### src/rtl/seq_cmp_pkg.sv
// Shared definitions for the sequential slice comparator: FSM state
// encoding and a constant ceil(log2) helper used to size counters.
package seq_cmp_pkg;

   typedef enum logic [1:0] {
      IDLE = 2'd0,
      RUN  = 2'd1,
      DONE = 2'd2
   } state_t;

   // Number of bits needed to encode value distinct codes (clog2(1) = 0).
   function automatic int clog2(input int value);
      int r;
      int v;
      r = 0;
      v = value - 1;
      while (v > 0) begin
         r = r + 1;
         v = v >> 1;
      end
      return r;
   endfunction

endpackage

### src/rtl/seq_cmp_cmp_slice.sv
// Combinational magnitude compare of one SLICE-bit operand slice.
module cmp_slice #(
   parameter int SLICE = 2
) (
   input  logic [SLICE-1:0] a,
   input  logic [SLICE-1:0] b,
   output logic             eq,
   output logic             gt
);

   // Plain unsigned compare; any sign handling is applied by the caller.
   always_comb begin
      eq = (a == b);
      gt = (a > b);
   end

endmodule

### src/rtl/seq_cmp.sv
// Sequential comparator: compares two WIDTH-bit operands SLICE bits per
// cycle, most-significant slice first, stopping at the first differing
// slice. Optional feature macro SEQ_CMP_SIGNED_EN adds a signed_mode input
// for two's-complement comparison.
module seq_cmp
   import seq_cmp_pkg::*;
#(
   parameter int WIDTH = 16,
   parameter int SLICE = 2
) (
   input  logic                                   clk,
   input  logic                                   rst_n,
`ifdef SEQ_CMP_SIGNED_EN
   input  logic                                   signed_mode,
`endif
   input  logic                                   in_valid,
   output logic                                   in_ready,
   input  logic [WIDTH-1:0]                       a,
   input  logic [WIDTH-1:0]                       b,
   output logic                                   out_valid,
   input  logic                                   out_ready,
   output logic                                   equal,
   output logic                                   greater,
   output logic                                   answer,
   output logic [clog2(((SLICE > 0) ? WIDTH/SLICE : 1))+1-1:0] slices_used
);

   localparam int NSLICE = (SLICE > 0) ? WIDTH / SLICE : 1;
   localparam int SUW    = clog2(NSLICE) + 1;
   localparam int IDXW   = (clog2(NSLICE) > 0) ? clog2(NSLICE) : 1;
   localparam logic [IDXW-1:0] IDX_TOP = IDXW'(NSLICE - 1);

   // Reject geometries where the operand does not split into whole slices.
   if (SLICE < 1) begin : g_bad_slice
      $error("seq_cmp: SLICE must be >= 1");
   end else if ((WIDTH % SLICE) != 0) begin : g_bad_width
      $error("seq_cmp: WIDTH must be a multiple of SLICE");
   end

   state_t            state_q, state_d;
   logic [WIDTH-1:0]  a_q, a_d;
   logic [WIDTH-1:0]  b_q, b_d;
   logic [IDXW-1:0]   idx_q, idx_d;
   logic              eq_q, eq_d;
   logic              gt_q, gt_d;
   logic [SUW-1:0]    su_q, su_d;

   logic [WIDTH-1:0]  a_sh, b_sh;
   logic [SLICE-1:0]  sa, sb;
   logic              slice_eq, slice_gt;
   logic              flip;

`ifdef SEQ_CMP_SIGNED_EN
   logic              smode_q;

   // Capture the signedness of the operation together with its operands.
   always_ff @(posedge clk) begin
      if (!rst_n) begin
         smode_q <= 1'b0;
      end else if (state_q == IDLE && in_valid) begin
         smode_q <= signed_mode;
      end
   end

   // Two's complement order equals unsigned order once both sign bits are
   // inverted, and the sign bit only lives in the top slice.
   assign flip = smode_q && (idx_q == IDX_TOP);
`else
   assign flip = 1'b0;
`endif

   // Select the current slice of each registered operand.
   always_comb begin
      a_sh = a_q >> (SLICE * idx_q);
      b_sh = b_q >> (SLICE * idx_q);
      sa   = a_sh[SLICE-1:0];
      sb   = b_sh[SLICE-1:0];
      sa[SLICE-1] = sa[SLICE-1] ^ flip;
      sb[SLICE-1] = sb[SLICE-1] ^ flip;
   end

   cmp_slice #(
      .SLICE (SLICE)
   ) u_cmp_slice (
      .a  (sa),
      .b  (sb),
      .eq (slice_eq),
      .gt (slice_gt)
   );

   // State, operand and result registers; reset discards any operation in flight.
   always_ff @(posedge clk) begin
      if (!rst_n) begin
         state_q <= IDLE;
         a_q     <= '0;
         b_q     <= '0;
         idx_q   <= '0;
         eq_q    <= 1'b0;
         gt_q    <= 1'b0;
         su_q    <= '0;
      end else begin
         state_q <= state_d;
         a_q     <= a_d;
         b_q     <= b_d;
         idx_q   <= idx_d;
         eq_q    <= eq_d;
         gt_q    <= gt_d;
         su_q    <= su_d;
      end
   end

   // Next-state logic: accept, walk slices MSB-first, hold result until taken.
   always_comb begin
      state_d = state_q;
      a_d     = a_q;
      b_d     = b_q;
      idx_d   = idx_q;
      eq_d    = eq_q;
      gt_d    = gt_q;
      su_d    = su_q;
      case (state_q)
         IDLE: begin
            if (in_valid) begin
               a_d     = a;
               b_d     = b;
               idx_d   = IDX_TOP;
               state_d = RUN;
            end
         end
         RUN: begin
            if (!slice_eq) begin
               gt_d    = slice_gt;
               eq_d    = 1'b0;
               su_d    = SUW'(NSLICE) - SUW'(idx_q);
               state_d = DONE;
            end else if (idx_q == '0) begin
               gt_d    = 1'b0;
               eq_d    = 1'b1;
               su_d    = SUW'(NSLICE);
               state_d = DONE;
            end else begin
               idx_d   = idx_q - IDXW'(1);
            end
         end
         DONE: begin
            if (out_ready) begin
               state_d = IDLE;
            end
         end
         default: begin
            state_d = IDLE;
         end
      endcase
   end

   assign in_ready    = (state_q == IDLE);
   assign out_valid   = (state_q == DONE);
   assign equal       = eq_q;
   assign greater     = gt_q;
   assign answer      = gt_q | eq_q;
   assign slices_used = su_q;

endmodule

### config.mk
export PLATFORM = sky130hd
export DESIGN_NAME = seq_cmp
export DESIGN_NICKNAME = d
export VERILOG_FILES = /design/src/rtl/seq_cmp_pkg.sv /design/src/rtl/seq_cmp_cmp_slice.sv /design/src/rtl/seq_cmp.sv
export SDC_FILE = /design/constraint.sdc
export NUM_CORES = 1
export LEC_CHECK = 0
export BUFFER_PORTS_ARGS = -buffer_cell sky130_fd_sc_hd__buf_2
export CORE_ASPECT_RATIO = 0.5
export CORE_MARGIN = 1.5
export CORE_UTILIZATION = 55
export CTS_CLUSTER_DIAMETER = 100
export DETAILED_ROUTE_END_ITERATION = 7
export MAX_ROUTING_LAYER = met4
export PLACE_DENSITY = 0.84
export SLEW_MARGIN = 20
export SYNTH_ARGS = -nofsm -noshare
export SYNTH_HDL_FRONTEND = slang
export SYNTH_SLANG_ARGS = --single-unit
### constraint.sdc
create_clock -name clk -period 4.5 [get_ports clk]
set_input_delay 0.9 -clock clk [delete_from_list [all_inputs] [get_ports clk]]
set_output_delay 0.9 -clock clk [all_outputs]
set_load 0.005 [all_outputs]
After elaboration in Yosys (flattened, before gate mapping). Index checks and enable logic that the tools add are counted.

$lt $le $gt $ge: 1. Add/subtract/negate cells: 2. Equality and inequality tests: 9. Shift-type cells: 2. Muxes and demuxes: 15. Reduce and logical (&&, ||, !) cells: 7. Bitwise operators: 1.

Operators by type and width (number): 16-bit by 4-bit right shift with 2-bit output (2); 3-bit 2-to-1 mux (3); 2-bit 2-to-1 mux (4); 4-bit 2-to-1 mux (2); 2-bit != test (second input constant) (3); 2-bit one-hot mux with 3 select lines (1); 3-bit one-hot mux with 2 select lines (1); 1-bit 2-to-1 mux (4); 2-bit by 1-bit != test with 1-bit output (second input constant) (2); 2-bit AND reduction (2); 4-bit AND reduction (1); 4-bit by 3-bit subtractor with 4-bit output (first input constant) (1); 3-bit zero test (1); 3-bit != test (second input constant) (1); 3-bit AND reduction (1); 3-bit by 1-bit subtractor with 3-bit output (second input constant) (1); 2-bit by 1-bit equality test with 1-bit output (second input constant) (1); 2-bit equality test (1); 2-bit equality test (second input constant) (1); 2-bit > comparator (1); 2-bit zero test (1); 2-bit nonzero test (1); 1-bit OR (1).

Output and inout bits: 9. Register bits after elaboration: 43. Input port bits: 36. Logic and storage cells: 44.

Depth between registers and ports, before layout.
Word-level depth: 4. Mapped depth: 9.

Hierarchy. A second synthesis with hierarchy kept.

Cell total of the unflattened synthesis: 228. Area total of the unflattened synthesis: 2015.7 µm².

Modules (own cells, without submodules): seq_cmp (area an instance 1955.6 µm², seq. area each 860.8 µm², times used 1, cells an instance 220); cmp_slice (area an instance 60.1 µm², seq. area each 0.0 µm², times used 1, cells an instance 8).

Least setup slack after synthesis. Ideal clock, no wire load.

Kind: register -> register. Start point: register idx_q[1]. End point: register su_q[3], in the netlist slices_used[3]. Required time: 4.442 ns. Cell stages (with the launch flop): 9. Arrival: 2.165 ns. Library setup time: 0.058 ns. Slack: 2.276 ns. Cell sequence: dfxtp_1 clkbuf_8 mux4_1 mux2i_1 ha_1 and3b_1 buf_2 nor2_1 o221a_2.

Word-level cells in the longest chain between the ends: 4. Elaborated cells between the ends (all ways): 8. Classes of those cells: add/sub: 1; eq/ne: 2; shift: 2; mux: 1; reduce/logical: 2.

Ends and longest elaborated chain: start, declared (line seq_cmp.sv:43) `logic [IDXW-1:0] idx_q, idx_d;`; start signal, assigned (line seq_cmp.sv:105) `idx_q <= idx_d;`; 16-bit by 4-bit right shift with 2-bit output, on equally long branches (line seq_cmp.sv:74, seq_cmp.sv:75); 2-bit equality test (line seq_cmp_cmp_slice.sv:13) `eq = (a == b);`; 2-bit by 1-bit != test with 1-bit output (no source line); 2-bit AND reduction (no source line); end signal, assigned (line seq_cmp.sv:108) `su_q <= su_d;`; end, declared (line seq_cmp.sv:46) `logic [SUW-1:0] su_q, su_d;`.

Parallel ways exist; a longest one is shown, timed or not. A chain may end at the register's enable or synchronous reset.

Worst setup path in the final report.
Start point: register idx_q[1]. End point: register gt_q, in the netlist greater.

Word-level cells in the longest chain between the ends: 4. Elaborated cells between the ends (all ways): 8. Classes of those cells: order compare: 1; eq/ne: 2; shift: 2; mux: 1; reduce/logical: 2.

Ends and longest elaborated chain: 16-bit by 4-bit right shift with 2-bit output, on equally long branches (line seq_cmp.sv:74, seq_cmp.sv:75); 2-bit equality test (line seq_cmp_cmp_slice.sv:13); 2-bit by 1-bit != test with 1-bit output (no source line); 2-bit AND reduction (no source line); end signal, assigned (line seq_cmp.sv:107) `gt_q <= gt_d;`; end, declared (line seq_cmp.sv:45) `logic gt_q, gt_d;`.

Parallel ways exist; a longest one is shown, timed or not.

==> impl_metrics.env <==
export IMPL_placed_area_mm2=0.00214
export IMPL_cts_setup_buffers=0
export IMPL_power_switching_share=0.316
export IMPL_setup_tns_ns=0
export IMPL_ys_ff_latch=43
export IMPL_cts_tree="done"
export IMPL_htreeDepth=2
export IMPL_avgSynthCellArea_um2=8.89
export IMPL_setup_viol=0
export IMPL_cts_num_sinks=43
export IMPL_ff2ff_setup_slack_ns=1.84
export IMPL_root_buffer="clkbuf_8"
export IMPL_hold_depth=2
export IMPL_grt_max_degree=40
export IMPL_arrival_ns=2.81
export IMPL_leakage_uw=0.000974
export IMPL_whs_ns=0.458
export IMPL_clk_pin_slew_ns=0.08
export IMPL_p_int_uw=752
export IMPL_yosysTopAreaCellShare=0.440
export IMPL_drt_iter0_drc=66
export IMPL_syn2layout_area_growth_pct=15.4
export IMPL_yosys_area_top_type="dfxtp_1"
export IMPL_grt_use_total=0.233
export IMPL_synth_area_mm2=0.00196
export IMPL_totalWireLength_mm=4.00
export IMPL_diodes=0
export IMPL_pwr_share_clk=0.281
export IMPL_synth_seq_area_share=0.440
export IMPL_synth_cell_types=33
export IMPL_cts_buffers=5
export IMPL_drv_slew=0
export IMPL_r2r_start="idx_q[1]"
export IMPL_drc=0
export IMPL_yosysWarningCount=0
export IMPL_start_util=0.573
export IMPL_period_share=0.590
export IMPL_cts_resized=0
export IMPL_die_h_um=45.2
export IMPL_drive_above_1_share=0.245
export IMPL_outcome="finished clean"
export IMPL_met1_length_mm=1.73
export IMPL_ant_nets=0
export IMPL_routed_wl_met2_mm=1.97
export IMPL_relSlewSlack=0.324
export IMPL_clock_latency_ns=0.29
export IMPL_worst_r2r_cell_count=6
export IMPL_rows=15
export IMPL_ios=45
export IMPL_grt_pass1_vias=1487
export IMPL_syn_inst=220
export IMPL_die_w_um=87.3
export IMPL_power_density_mw_per_mm2=487
export IMPL_hold_end="b_q[15]"
export IMPL_final_cell_mix="nand2_1 (73), buf_2 (44), dfxtp_1 (43)"
export IMPL_share_comb_of_total_power=0.277
export IMPL_met3_length_um=263
export IMPL_antenna_found_initial=0
export IMPL_critPathRequiredTime_ns=4.65
export IMPL_final_nets=297
export IMPL_io_buffers=44
export IMPL_postCtsHoldBufs=0
export IMPL_power_frac_seq=0.442
export IMPL_cts_max_path_buffers=2
export IMPL_vias_per_cell=5.28
export IMPL_synth_area_top_cells="dfxtp_1 (44%), nand2_1 (14%), a21oi_1 (9.2%), mux4_2 (6.9%), ha_1 (3.2%)"
export IMPL_final_common_cell="nand2_1"
export IMPL_maxCapViolations=0
export IMPL_num_vias=1627
export IMPL_dp_hpwl_mm=2.72
export IMPL_avgRoutedWirePerCell_um=13.0
export IMPL_cp_max_fo=11
export IMPL_r2r_end="greater"
export IMPL_highest_layer="met4"
export IMPL_final_area_mm2=0.00226
export IMPL_dieArea_mm2=0.00394
export IMPL_dr_pass1_iters=4
export IMPL_min_path_type="register to register"
export IMPL_grt_overflow=0
export IMPL_hp_start="b_q[15]"
export IMPL_fmax_mhz=376
export IMPL_finalCriticalPeriod_ns=2.66
export IMPL_syn_nets=261
export IMPL_hold_violations=0
export IMPL_core_area_mm2=0.00342
export IMPL_tightest_slew_ns=1.01
export IMPL_gp_congestion=0.847
export IMPL_grt_pass1_wl_mm=6.67
export IMPL_p_sw_uw=348
export IMPL_startpoint_type="register"
export IMPL_crit_type="register to register"
export IMPL_grt_setup_unrepaired="false"
export IMPL_fin_skew_ns=0.00409
export IMPL_ir_worst_vdd_mv=0.156
export IMPL_worstSetupEndpointType="register"
## area by class of cell
class	count	area [µm²]
fill	285	1160
multi-input combinational	156	961
sequential	43	861
timing repair buffer	45	235
clock buffer	6	82.6
tap	51	63.8
clock inverter	2	35.0
inverter	5	18.8
## per-layer routing
metal  vias to the layer above  global-route usage
li1                        822                   -
met2                        57               0.377
met4                         0              0.0825
met1                       743               0.285
met3                         5              0.0658
met5                         -                   -
## through the flow
step	power, µW	worst slack (ns)	cells	util
detailed placement	790	1.80	300	0.626
global route	1160	1.65	308	0.661
CTS	1100	1.78	308	0.661
floorplan	729	2.28	220	-
finish	1100	1.84	308	0.661
global placement	770	1.96	299	0.622
## critical path: stages (launching register included)
cell,delay [ns]
dfxtp_1,0.70
mux4_1,0.62
mux2i_1,0.20
ha_1,0.28
and3b_1,0.29
nor2_1,0.28
o32ai_1,0.14
## power groups by stage
stage               logic [µW]  registers, µW  clock network, µW
floorplan                  265            464                  0
global placement           279            491                  0
detailed placement         296            494                  0
CTS                        303            485                310
global route               338            495                327
finish                     304            485                309
## registers in the layout, summed over array words and instances (netlist names)
name / flops
a_q: 16
b_q: 16
slices_used: 4
idx_q: 3
state_q: 2
equal: 1
greater: 1
## logic make-up after synthesis
group	after synthesis	share of synthesized area
AOI/OAI and AO/OA	48	0.141
adders and majority gates	5	0.0320
buffers and inverters	21	0.0684
DFF	43	0.440
muxes	12	0.116
and+or+nand+nor	91	0.202
## synth_stat cells, drive strengths merged
cell type,instances
mux4,8
o21ai,3
mux2i,4
o211a,1
a21oi,36
or2b,1
nor3b,1
a311oi,2
or3b,1
o21bai,1
nand2b,1
o311a,1
o221a,1
or2,1
nor2,2
o32ai,1
inv,4
buf,11
o21a,1
and3b,1
dfxtp,43
clkinv,1
clkbuf,5
nand2,73
a221oi,1
ha,5
nand3,4
and2b,2
nor2b,1
nor3,3
## worst max path at each step
stage              from              to  slack [ns]  depth (start not counted)
2_1_floorplan  idx_q[1]  slices_used[3]        2.28                          8
3_3_place_gp   idx_q[1]        idx_q[2]        1.96                          6
3_5_place_dp   idx_q[1]        idx_q[2]        1.80                          6
4_1_cts        idx_q[1]        idx_q[2]        1.78                          6
5_1_grt        idx_q[1]        idx_q[2]        1.65                          6
6_report       idx_q[1]         greater        1.84                          6
No activity file was read; power rests on OpenSTA's default activity.
